--- src/rtl/test_harness_clk_pair_monitor.sv ---
// Watches one differential clock pair sampled as data: counts rising edges of
// the P leg and flags a sticky error when both legs sit equal for too long.
module clk_pair_monitor #(
  parameter int MIN_EDGES = 8,
  parameter int EQ_LIMIT  = 4
) (
  input  logic clock,
  input  logic reset,
  input  logic p,
  input  logic m,
  input  logic run,
  output logic ok,
  output logic err
);
  localparam int EDGE_W = $clog2(MIN_EDGES + 1);
  localparam int EQ_W   = $clog2(EQ_LIMIT + 1);
  localparam logic [EDGE_W-1:0] EDGE_MAX = EDGE_W'(MIN_EDGES);
  localparam logic [EDGE_W-1:0] EDGE_ONE = EDGE_W'(1);
  localparam logic [EQ_W-1:0]   EQ_MAX   = EQ_W'(EQ_LIMIT);
  localparam logic [EQ_W-1:0]   EQ_PRE   = EQ_W'(EQ_LIMIT - 1);
  localparam logic [EQ_W-1:0]   EQ_ONE   = EQ_W'(1);

  logic              p_prev;
  logic [EDGE_W-1:0] edge_cnt;
  logic [EQ_W-1:0]   eq_cnt;

  always_ff @(posedge clock) p_prev <= p;

  // err survives a run drop; only the chip reset clears it
  always_ff @(posedge clock) begin
    if (!reset) begin
      edge_cnt <= '0;
      eq_cnt   <= '0;
      err      <= 1'b0;
    end else if (!run) begin
      edge_cnt <= '0;
      eq_cnt   <= '0;
    end else begin
      if (p && !p_prev && edge_cnt != EDGE_MAX) edge_cnt <= edge_cnt + EDGE_ONE;
      if (p == m) begin
        if (eq_cnt != EQ_MAX) eq_cnt <= eq_cnt + EQ_ONE;
        if (eq_cnt == EQ_PRE) err <= 1'b1;
      end else begin
        eq_cnt <= '0;
      end
    end
  end

  assign ok = (edge_cnt == EDGE_MAX) && !err;

endmodule

--- config.mk ---
export PLATFORM = sky130hd
export DESIGN_NAME = clk_pair_monitor
export DESIGN_NICKNAME = d
export VERILOG_FILES = /design/src/rtl/test_harness_clk_pair_monitor.sv
export SDC_FILE = /design/constraint.sdc
export NUM_CORES = 1
export LEC_CHECK = 0
export BUFFER_PORTS_ARGS = -buffer_cell sky130_fd_sc_hd__clkbuf_2
export CAP_MARGIN = 15
export CORE_AREA = 2 2 39 41
export CTS_CLUSTER_DIAMETER = 30
export DETAILED_ROUTE_END_ITERATION = 7
export DIE_AREA = 0 0 41 43
export PLACE_DENSITY = 0.59
export SLEW_MARGIN = 20
export SYNTH_ARGS = -nofsm -noshare
export SYNTH_HDL_FRONTEND = slang
export SYNTH_SLANG_ARGS = --single-unit
--- constraint.sdc ---
create_clock -name clock -period 1.6 [get_ports clock]
set_input_delay 0.08 -clock clock [delete_from_list [all_inputs] [get_ports clock]]
set_output_delay 0.08 -clock clock [all_outputs]
set_load 0.01 [all_outputs]
==> reports/qor.txt <==
Status -> finished clean
MaxCap Viol Count -> 0
Post-Syn Instances -> 48
CTS tree -> done
Overflow after GRT -> 0
Leak Pwr -> 0.2019 nW
Post-Syn Nets -> 58
Post-synth ARST share -> 0%
Tot GR Track Use -> 10.78%
Number of cell rows -> 14
First-pass GRT wire length -> 1.290 mm
Largest net degree at the start of global routing -> 7
Vias per Instance -> 4.467
Worst EP required -> 1.52 ns
Initial drt markers -> 7
Worst Path Arrival -> 1.32 ns
IO Port Bufs -> 6
Post-CTS Setup Bufs -> 0
Core area -> 0.001384 mm^2
# diodes -> 0
Yosys warns -> 0
Crit Path Class -> flop to output port
Tmin final -> 1.399 ns
Yosys top cell area share -> 41.62%
Skew final -> 0.0005413 ns
Synth unique cells -> 17
Clock Tree Buf Depth -> 2
Final ANT Viol Nets -> 0
RSZ-0062 raised after global routing -> no
H-tree depth -> 1
Die Area -> 0.001763 mm^2
Ys flop type -> dfxtp_1
Layout area overhead -> 19.94%
Reg-to-reg critical path endpoint -> edge_cnt[0]
Max Used Layer -> met3
Max Clock Freq -> 0.7150 GHz
Worst hold stages -> 2
Worst Setup EP -> ok
Cell Chain, Critical Path -> inv_1 > ha_1 > and3b_4 > nor2b_1 > clkbuf_2
Drc violations -> 0
Drt wl/cell -> 9.547 um
IO Pins -> 7
Hold slack -> 0.06103 ns
Layout cell share with drive strength beyond 1 -> 16.95%
Worst Path Max Fanout -> 6
Crit path from -> edge_cnt[0]
Slowest stage delay, CP -> 0.38 ns
Placed cells -> 70
Post-synth EDFFs -> 0
Setup TNS -> 0 ns
CP Capture Type -> output port
Worst-Skew Late Latency -> 0.25 ns
First-pass DRT Iterations -> 4
Routability cong. -> 0.6590
Final nets -> 70
Tot Pwr -> 0.4304 mW
Cell taking the most area after synthesis -> dfxtp_1
Met3 WL -> 27 um
Final Core Density -> 37.52%
PwrDens -> 828.9 mW/mm^2
Syn avg cell area -> 9.019 um^2
Post-Syn Area -> 432.9 um^2
Sequential area share after synthesis -> 41.62%
Worst Hold Launch -> reset
Critical Path Start Type -> flop
Vias in the first global route -> 333
Initial antenna violation count -> 0
CTS resizes -> 0
Final non-filler cell total -> 75
Initial Util -> 31.28%
Reg2Reg Launch Point -> edge_cnt[0]
Worst hold path type -> input port to flop
Met2 routed wirelength -> 370 um
VDD IR max -> 0.0004708 V
Hold Fails Final Rpt -> 0
Slew margin rel. -> 84.76%
Most common cell in the netlist -> dfxtp_1
Routed vias -> 335
CTS Buf Count -> 3
Final Cycle Share -> 87.41%
Post-DP HPWL -> 542.4 um
Worst Reg-to-Reg Cells -> 5
Commonest cells post-synth -> dfxtp_1 (9), a21oi_1 (6), ha_1 (5), inv_1 (5), nand2_1 (5)
Max-slew violations -> 0
DRT met1 WL -> 318 um
Clock transition at path regs -> 0.06 ns
Clk root buf -> clkbuf_4
Clk sinks -> 9
WL final -> 716 um
Crit-path slowest cell -> dfxtp_1
Worst slew pin tran -> 0.2270 ns
Final Setup Violations -> 0
DIE WIDTH -> 41 um
R2r setup slk -> 0.23 ns
Top area cells in the synthesized netlist -> dfxtp_1 (42%), ha_1 (14%), a21oi_1 (6.9%)
Synth Register Bits -> 9
Die Span Y -> 43 um
[repair_timing]
| item | in CTS | in global routing |
|---|---|---|
| hold buffers | 1 | 0 |
| hold endpoints to repair | 1 | 0 |
| setup endpoints to repair | 0 | 0 |
[metrics by stage]
step / instance area [um^2] / setup WS, ns
floorplan: 432.9 / 0.3128
global placement: 483.0 / 0.2802
detailed placement: 483.0 / 0.2417
CTS: 519.2 / 0.1901
global route: 519.2 / 0.1152
finish: 519.2 / 0.2014
[cell families after synthesis]
logic type	after synthesis	synth area share, %
flops	9	41.62
simple gates	17	22.84
buf+inv	5	4.336
xor+xnor	2	4.047
fa+ha+maj	5	14.45
compound gates	10	12.72
[critical path: cells and delay by family, from the launching register on]
| kind | cells | cell delay, ns |
|---|---|---|
| fa+ha+maj | 1 | 0.19 |
| flops | 1 | 0.38 |
| buf+inv | 2 | 0.18 |
| simple gates | 2 | 0.31 |
[report_power, final]
group | total (mW) | switching, mW | internal (mW)
Combinational | 0.0285 | 0.0146 | 0.0139
Clock | 0.171 | 0.0748 | 0.0958
Sequential | 0.231 | 0.00306 | 0.228
[placed cells by master, fill, tap and decap left out, types with 2 or more instances in the layout]
cell      count
clkbuf_4      3
inv_1         5
dfxtp_1       9
a21oi_1       6
nand3_1       2
xnor2_1       2
nand2_1       5
ha_1          5
or3_1         3
o21ai_0       3
clkbuf_2      6
[layer usage]
metal | GRT usage, % | up-vias
met2 | 16.88 | 3
met3 | 6.283 | 0
li1 | - | 187
met1 | 12.34 | 145
met5 | 0 | -
met4 | 2.000 | 0
[layout make-up]
class | count | area [um^2]
Tap cell | 16 | 20.02
Timing Repair Buffer | 7 | 40.04
Fill cell | 148 | 864.6
Multi-Input combinational cell | 34 | 234.0
Clock buffer | 4 | 26.28
Inverter | 5 | 18.77
Sequential cell | 9 | 180.2
[sequential cells by signal (all words and copies together) (netlist names)]
register	count
err	1
p_prev	1
edge_cnt	4
eq_cnt	3
[how the worst min path moves through the flow]
stage / endpoint / slack [ns]
2_1_floorplan: p_prev / 0.11
3_3_place_gp: p_prev / 0.25
3_5_place_dp: p_prev / 0.25
4_1_cts: err / 0.06
5_1_grt: err / 0.05
6_report: err / 0.06
No activity file was read; power rests on OpenSTA's default activity.
